--- src/rtl/time_entry_pkg.sv ---
// Shared types and constants for the front-panel time entry block.
package time_entry_pkg;

   typedef enum logic [1:0] {
      IDLE   = 2'd0,
      EDIT   = 2'd1,
      COMMIT = 2'd2
   } state_t;

   localparam int DIGIT_W = 4;

   localparam logic [DIGIT_W-1:0] LIM_HO = 4'd9;
   localparam logic [DIGIT_W-1:0] LIM_MT = 4'd5;
   localparam logic [DIGIT_W-1:0] LIM_MO = 4'd9;
   localparam logic [DIGIT_W-1:0] LIM_ST = 4'd5;
   localparam logic [DIGIT_W-1:0] LIM_SO = 4'd9;

   // Upper bound of the digit at position idx (5 = hours tens ... 0 = seconds ones).
   function automatic logic [DIGIT_W-1:0] digit_limit(input logic [2:0] idx,
                                                      input logic [DIGIT_W-1:0] lim_ht);
      case (idx)
         3'd5:    return lim_ht;
         3'd4:    return LIM_HO;
         3'd3:    return LIM_MT;
         3'd2:    return LIM_MO;
         3'd1:    return LIM_ST;
         default: return LIM_SO;
      endcase
   endfunction

   // One wrapping step of a digit within 0..lim; up selects increment.
   function automatic logic [DIGIT_W-1:0] digit_step(input logic [DIGIT_W-1:0] cur,
                                                     input logic [DIGIT_W-1:0] lim,
                                                     input logic               up);
      if (up) begin
         return (cur >= lim) ? '0 : cur + 4'd1;
      end
      return (cur == '0 || cur > lim) ? lim : cur - 4'd1;
   endfunction

endpackage

--- src/rtl/time_entry_btn_edge.sv ---
// Rising-edge detector for one push button. The history register resets
// to 1 so a button held through reset must be released before it acts.
module btn_edge (
   input  logic clk,
   input  logic rst,
   input  logic btn,
   output logic pulse
);

   logic hist;

   // Remember the level sampled at the previous clock edge.
   always_ff @(posedge clk) begin
      if (rst) begin
         hist <= 1'b1;
      end else begin
         hist <= btn;
      end
   end

   assign pulse = btn & ~hist;

endmodule

--- src/rtl/time_entry.sv ---
// Front-panel editor that builds an HH:MM:SS BCD value digit by digit and
// hands it to the countdown timer with a set strobe of configurable length.
module time_entry
   import time_entry_pkg::*;
#(
   parameter int MAX_HT     = 9,
   parameter int SET_CYCLES = 1,
   parameter int ZERO_BLOCK = 1
) (
   input  logic               clk,
   input  logic               rst,
   input  logic               btn_inc,
   input  logic               btn_dec,
   input  logic               btn_next,
   input  logic               btn_commit,
   input  logic               btn_clear,
   output logic [DIGIT_W-1:0] d5,
   output logic [DIGIT_W-1:0] d4,
   output logic [DIGIT_W-1:0] d3,
   output logic [DIGIT_W-1:0] d2,
   output logic [DIGIT_W-1:0] d1,
   output logic [DIGIT_W-1:0] d0,
   output logic               set,
   output logic [2:0]         cursor,
   output logic               edit_active,
   output logic               err
);

   localparam logic [DIGIT_W-1:0] LIM_HT    = DIGIT_W'(MAX_HT);
   localparam logic [3:0]         HOLD_LOAD = 4'(SET_CYCLES - 1);
   localparam logic               BLOCK_Z   = (ZERO_BLOCK != 0);

   logic inc_e, dec_e, next_e, commit_e, clear_e;
   logic [DIGIT_W-1:0] dig [6];
   logic [3:0]         hold_cnt;
   logic               all_zero;
   logic               step_e;
   state_t             state;

   btn_edge u_inc    (.clk(clk), .rst(rst), .btn(btn_inc),    .pulse(inc_e));
   btn_edge u_dec    (.clk(clk), .rst(rst), .btn(btn_dec),    .pulse(dec_e));
   btn_edge u_next   (.clk(clk), .rst(rst), .btn(btn_next),   .pulse(next_e));
   btn_edge u_commit (.clk(clk), .rst(rst), .btn(btn_commit), .pulse(commit_e));
   btn_edge u_clear  (.clk(clk), .rst(rst), .btn(btn_clear),  .pulse(clear_e));

   assign all_zero = (dig[5] == '0) && (dig[4] == '0) && (dig[3] == '0) &&
                     (dig[2] == '0) && (dig[1] == '0) && (dig[0] == '0);

   // inc and dec arriving together cancel each other.
   assign step_e = inc_e ^ dec_e;

   assign d5 = dig[5];
   assign d4 = dig[4];
   assign d3 = dig[3];
   assign d2 = dig[2];
   assign d1 = dig[1];
   assign d0 = dig[0];

   // Editor state machine with registered digits, cursor and strobes.
   always_ff @(posedge clk) begin
      if (rst) begin
         state       <= IDLE;
         for (int i = 0; i < 6; i++) begin
            dig[i] <= '0;
         end
         cursor      <= 3'd5;
         set         <= 1'b0;
         edit_active <= 1'b0;
         err         <= 1'b0;
         hold_cnt    <= '0;
      end else begin
         err <= 1'b0;
         case (state)
            IDLE, EDIT: begin
               if (clear_e) begin
                  for (int i = 0; i < 6; i++) begin
                     dig[i] <= '0;
                  end
                  cursor <= 3'd5;
               end else if (commit_e) begin
                  if (BLOCK_Z && all_zero) begin
                     err <= 1'b1;
                  end else begin
                     state       <= COMMIT;
                     set         <= 1'b1;
                     edit_active <= 1'b0;
                     hold_cnt    <= HOLD_LOAD;
                  end
               end else if (state == IDLE) begin
                  if (next_e || step_e) begin
                     state       <= EDIT;
                     edit_active <= 1'b1;
                     cursor      <= 3'd5;
                  end
               end else if (next_e) begin
                  cursor <= (cursor == 3'd0) ? 3'd5 : cursor - 3'd1;
               end else if (step_e) begin
                  for (int i = 0; i < 6; i++) begin
                     if (cursor == 3'(i)) begin
                        dig[i] <= digit_step(dig[i], digit_limit(3'(i), LIM_HT), inc_e);
                     end
                  end
               end
            end
            COMMIT: begin
               if (hold_cnt == '0) begin
                  set    <= 1'b0;
                  state  <= IDLE;
                  cursor <= 3'd5;
               end else begin
                  hold_cnt <= hold_cnt - 4'd1;
               end
            end
            default: begin
               state <= IDLE;
            end
         endcase
      end
   end

endmodule

--- config.mk ---
export PLATFORM = sky130hd
export DESIGN_NAME = time_entry
export DESIGN_NICKNAME = d
export VERILOG_FILES = /design/src/rtl/time_entry_pkg.sv /design/src/rtl/time_entry_btn_edge.sv /design/src/rtl/time_entry.sv
export SDC_FILE = /design/constraint.sdc
export NUM_CORES = 1
export LEC_CHECK = 0
export ABC_CLOCK_PERIOD_IN_PS = 4100
export CORE_MARGIN = 1.5
export CORE_UTILIZATION = 45
export CTS_BUF_LIST = sky130_fd_sc_hd__clkbuf_2 sky130_fd_sc_hd__clkbuf_4 sky130_fd_sc_hd__clkbuf_8
export CTS_CLUSTER_SIZE = 40
export DETAILED_ROUTE_END_ITERATION = 10
export PLACE_DENSITY = 0.73
export SYNTH_ARGS = -nofsm -noshare
export SYNTH_HDL_FRONTEND = slang
export SYNTH_SLANG_ARGS = --single-unit
--- constraint.sdc ---
create_clock -name clk -period 4.1 [get_ports clk]
set_input_delay 0.615 -clock clk [delete_from_list [all_inputs] [get_ports clk]]
set_output_delay 0.615 -clock clk [all_outputs]
set_load 0.05 [all_outputs]
### Word level (Yosys, flattened, before mapping)

Memory sizes are Yosys's and may differ from the RTL's.
Cells that the tools add are included.

| operators by class | value |
|---|---|
| bitwise logic cells | 26 |
| equality and inequality tests | 19 |
| $lt $le $gt $ge | 12 |
| shifts and indexed selects | 0 |
| $mul | 0 |
| add/sub/neg operators | 14 |
| div/mod/pow operators | 0 |
| multiplexer cells | 271 |
| reductions and logical operators | 31 |

Operators with widths:

| cell | number |
|---|---|
| $mux W4 | 136 |
| $mux W1 | 118 |
| $logic_not A4 Y1 | 7 |
| $sub A4 B1 Y4 const B | 7 |
| $reduce_and A5 Y1 | 5 |
| $add A4 B1 Y4 const B | 6 |
| $ge A4 B4 Y1 | 6 |
| $gt A4 B4 Y1 | 6 |
| $mux W3 | 7 |
| $mux W2 | 6 |
| $ne A2 B2 Y1 const B | 6 |
| $ne A3 B3 Y1 const B | 4 |
| $or A1 B1 Y1 | 12 |
| $ne A4 B4 Y1 const B | 2 |
| $not A1 Y1 | 8 |
| $pmux W4 S2 | 1 |
| $logic_or A1 B1 Y1 | 7 |
| $eq A3 B2 Y1 const B | 2 |
| $eq A3 B3 Y1 const B | 2 |
| $pmux W3 S2 | 1 |
| $reduce_bool A2 Y1 | 3 |
| $and A1 B1 Y1 | 5 |
| $logic_and A1 B1 Y1 | 5 |
| $pmux W2 S2 | 1 |
| 10 further kinds | 10 |

| storage, ports and cells | value |
|---|---|
| ROM bits | 0 |
| register bits after elaboration | 17 |
| bits in latches | 0 |
| memories | 1 |
| bits of input ports | 7 |
| output and inout port bits | 30 |
| logic and storage cells | 385 |
| bits in writable memories | 24 |

Memories:

| memory | words | bits a word | read ports | clocked after memory_dff | wr ports | line | text |
|---|---|---|---|---|---|---|---|
| dig | 6 | 4 | 6 | 0 | 6 | time_entry.sv:34 | `logic [DIGIT_W-1:0] dig [6];` |

### Longest topological paths before layout

| depth | value |
|---|---|
| word-level depth | 23 |
| depth in mapped cells | 7 |

### Cells and area by module

From an unflattened synthesis, not the netlist that was laid out.

| second synthesis, totals | value |
|---|---|
| cells, all modules | 334 |
| area total of the unflattened synthesis | 2,969.1 um^2 |

By module, submodules not included:

| module | cells each | sequential area each (um^2) | times used | area each (um^2) |
|---|---|---|---|---|
| time_entry | 319 | 960.9 | 1 | 2,806.4 |
| btn_edge | 3 | 20.0 | 5 | 32.5 |

### Worst setup path before layout

No wires, ideal clock.

| timing path | value |
|---|---|
| path type | register -> register |
| start | memory dig[4][0] |
| end | memory dig[4][3], data pin |
| cell stages (with the launch flop) | 8 |
| setup slack | 2,007 ps |
| period minus slack after synthesis | 2,093 ps |
| setup time | 260 ps |
| data arrival time | 1,833 ps |
| buffers on the path | 0 |
| data required time | 3,840 ps |
| path through | edfxtp_1 > inv_1 > ha_1 > nor2b_1 > o22ai_1 > a21oi_1 > a311oi_1 > nor2_1 |

RTL lines:

| item | line |
|---|---|
| start: declaration | time_entry.sv:34 |

==> flow_summary_export.csv <==
group,metric,value,unit
clock_network,clkSinkCount,41,
setup_path,r2r-start,"dig[5][0]",
synthesis,ys_async_sr_fraction,0,%
die,start_util,46.7,%
power,p_leak,1.35,nW
synthesis,yosysTopAreaCell,"edfxtp_1",
sta,clock_skew,0.0106,ns
setup_path,cp.arrival,2.52,ns
final_layout,synthToLayoutAreaGrowth,17.0,%
clock_network,clk_pin_slew_worst_paths,0.07,ns
job,maxCapViolations,0,
clock_network,ctsHoldBuffers,0,
sta,final.setup.worst_slack,1.57,ns
hold_path,hold_path_class,"flop to flop",
synthesis,synth_fp_nets,385,
sta,relSlewSlack,28.5,%
final_layout,num-nets-final,417,
synthesis,syn_area_per_cell,8.44,um^2
sta,hold_viol,0,
run_status,status,"complete, no violations",
hold_path,holdCritStartpoint,"hold_cnt[0]",
placement,dp_hpwl,4840,um
setup_path,cp_slowest_cell,"clkdlybuf4s50_1",
synthesis,ys_seq_area_share,35.6,%
grt,grt_overflow_total,0,
synthesis,yosys_warnings,0,
sta,slew_violations,0,
setup_path,r2r_end,"hold_cnt[3]",
detailed_routing,remaining_drc_errors,0,
detailed_routing,wl_per_cell,13.8,um
synthesis,netlist_top_cells_area,"edfxtp_1 (24%), dfxtp_1 (11%), ha_1 (10%)",
sta,final.period_utilization,61.7,%
setup_path,cp_top_family,"simple AND/OR/NAND/NOR gates",
setup_path,path_max_fanout,27,
detailed_routing,totalWireLength,6410,um
synthesis,synth_area,2980,um^2
detailed_routing,dr.pass1.iters,4,
clock_network,htreeDepth,2,
clock_network,post_cts_buffers,0,
die,num_rows,29,
grt,antenna_found_initial,0,
setup_path,cp-start-kind,"input pin",
clock_network,root_buffer,"clkbuf_8",
clock_network,cts_tree,"done",
grt,grt_pass1_wl,10800,um
sta,fmax,395,MHz
grt,grt_max_degree,28,
setup_path,crit_buf_inv,2,
sta,post-route-min-period,2.53,ns
setup_path,required,4.09,ns
detailed_routing,drtAntennaViolNets,0,
final_layout,stdcell_count,463,
synthesis,synth_edf_count,24,
die,coreArea,6390,um^2
setup_path,crit_start,"btn_inc",
detailed_routing,detail_route.vias_per_cell,5.69,
grt,grt_pass1_vias,2368,
final_layout,drive_gt1_share,6.22,%
die,die_h,84.4,um
grt,grt_use_total,18.1,%
synthesis,ys_ff_latch,41,
clock_network,clock_latency,0.29,ns
sta,whs,0.484,ns
sta,worst_pin_slew,1.07,ns
clock_network,cts-resized-gates,0,
die,io_pins,37,
placement,port_buffers,36,
final_layout,insertedDiodeCount,0,
setup_path,path_cells,"clkdlybuf4s50_1 > and2b_1 > buf_4 > xnor2_1 > nor4b_4 > nand3_1 > nand2_1",
placement,dp_slack,1.24,ns
setup_path,r2r_cells,7,
power,p_per_area,294,nW/um^2
setup_path,reg2reg_slack,1.70,ns
placement,globalplace.congestion,0.839,
sta,setup_tns,0,ns
hold_path,hold_depth,2,
detailed_routing,drtIter0Drc,139,
synthesis,yosysUniqueCellTypes,54,
setup_path,crit_type,"input pin to flop",
synthesis,synth_cells,353,
die,die_area,7120,um^2
hold_path,hold_path_end,"hold_cnt[0]",
placement,dp.cells,455,
setup_path,critPathMaxStageDelay,0.50,ns
die,dieWidth,84.4,um
setup_path,cp-end-kind,"flop",
power,ir_drop,0.297,mV
detailed_routing,via_count,2634,
sta,rsz0062_at_grt,"no",
clock_network,cts_max_path_buffers,2,
synthesis,ys.flop_type,"edfxtp_1",
synthesis,synth_top_area_share,24.2,%
clock_network,cts_buffers,5,
sta,finalSetupViolations,0,
## power breakdown
group	internal, W	leakage (nW)	switching (W)	total, W
clock	0.000118	0.0455	0.000132	0.000250
combinational	0.000103	0.912	0.000173	0.000276
sequential	0.000459	0.391	0.0000395	0.000499
total	0.000680	1.35	0.000345	0.00102
## worst max path at each step
| stage | slack [ns] | cells past startpoint | endpoint |
|---|---|---|---|
| 2_1_floorplan | 2.01 | 7 | dig[4][3] |
| 3_5_place_dp | 1.24 | 7 | dig[3][2] |
| 4_1_cts | 1.55 | 7 | dig[3][0] |
| 3_3_place_gp | 1.33 | 7 | dig[5][2] |
| 5_1_grt | 1.40 | 7 | dig[3][0] |
| 6_report | 1.57 | 7 | dig[3][0] |
## metal layers
| layer | up-vias | part of all wire (%) | global-route usage (%) |
|---|---|---|---|
| met5 | - | 0 | 0 |
| met4 | 0 | 0.98 | 4.40 |
| met3 | 7 | 5.5 | 3.34 |
| met2 | 84 | 44 | 28.4 |
| met1 | 1218 | 49 | 26.1 |
| li1 | 1325 | - | - |
## worst register-to-register path, delay by kind of cell, from the launching register on
| family | cells | cell delay, ns |
|---|---|---|
| adder cells (fa/ha/maj) | 1 | 0.30 |
| AND/OR/NAND/NOR | 5 | 1.39 |
| flip-flops | 1 | 0.52 |
| buffers and inverters | 1 | 0.11 |
## state kept, by name, summed over array words and instances, names as in the netlist
name and cells:
u_next.hist 1, hold_cnt 4, set 1, u_inc.hist 1, u_clear.hist 1, err 1
state 2, cursor 3, edit_active 1, u_commit.hist 1, dig 24, u_dec.hist 1
## through the flow
step / instance area (um^2) / util [%] / power, W
after floorplan: 2980 / - / 0.000702
after global placement: 3400 / 53.2 / 0.000779
after detailed placement: 3400 / 53.2 / 0.000781
after CTS: 3490 / 54.6 / 0.00103
after global routing: 3490 / 54.6 / 0.00108
final: 3490 / 54.6 / 0.00102
## Yosys cell counts, drive strengths merged, types with 3 or more instances
master and n:
a21o 3, a21oi 29, a22oi 5, a311oi 3
clkbuf 13, dfxtp 17, edfxtp 24, ha 25
inv 20, nand2 28, nand2b 10, nand3 16
nand4 7, nand4b 3, nor2 49, nor2b 9
nor3 15, nor3b 8, nor4 3, o21a 3
o21ai 13, o21bai 3, o31a 3, or2 6
xnor2 4, xor2 6
## cells by family after synthesis
kind of cell | Yosys count | synth area share [%]
adder cells (fa/ha/maj) | 25 | 10.5
XOR/XNOR | 10 | 2.94
multiplexers | 1 | 0.378
flip-flops | 41 | 35.6
buffers and inverters | 34 | 4.53
AO/OA/AOI/OAI | 82 | 18.0
AND/OR/NAND/NOR | 160 | 28.0
## final cells by class
| class | count | area, um^2 |
|---|---|---|
| Clock buffer | 5 | 68.8 |
| Inverter | 20 | 75.1 |
| Clock inverter | 3 | 17.5 |
| Tap cell | 77 | 96.3 |
| Timing Repair Buffer | 39 | 383 |
| Fill cell | 620 | 2900 |
| Sequential cell | 41 | 1060 |
| Multi-Input combinational cell | 278 | 1780 |
## cell usage in the layout, fill, tap and decap left out, types with 4 or more instances in the layout
| master | instances |
|---|---|
| nor3b_1 | 7 |
| clkdlybuf4s50_1 | 36 |
| nor2_1 | 49 |
| nand2_1 | 27 |
| nor2b_1 | 9 |
| nand4_1 | 7 |
| clkbuf_8 | 5 |
| xnor2_1 | 4 |
| o21ai_0 | 13 |
| or2_2 | 6 |
| a21oi_1 | 29 |
| a22oi_1 | 5 |
| dfxtp_1 | 17 |
| ha_1 | 25 |
| xor2_1 | 6 |
| nand3_1 | 15 |
| nand2b_1 | 10 |
| inv_1 | 20 |
| nor3_1 | 15 |
| edfxtp_1 | 24 |
Note: power is estimated with default switching activity, not from simulation.
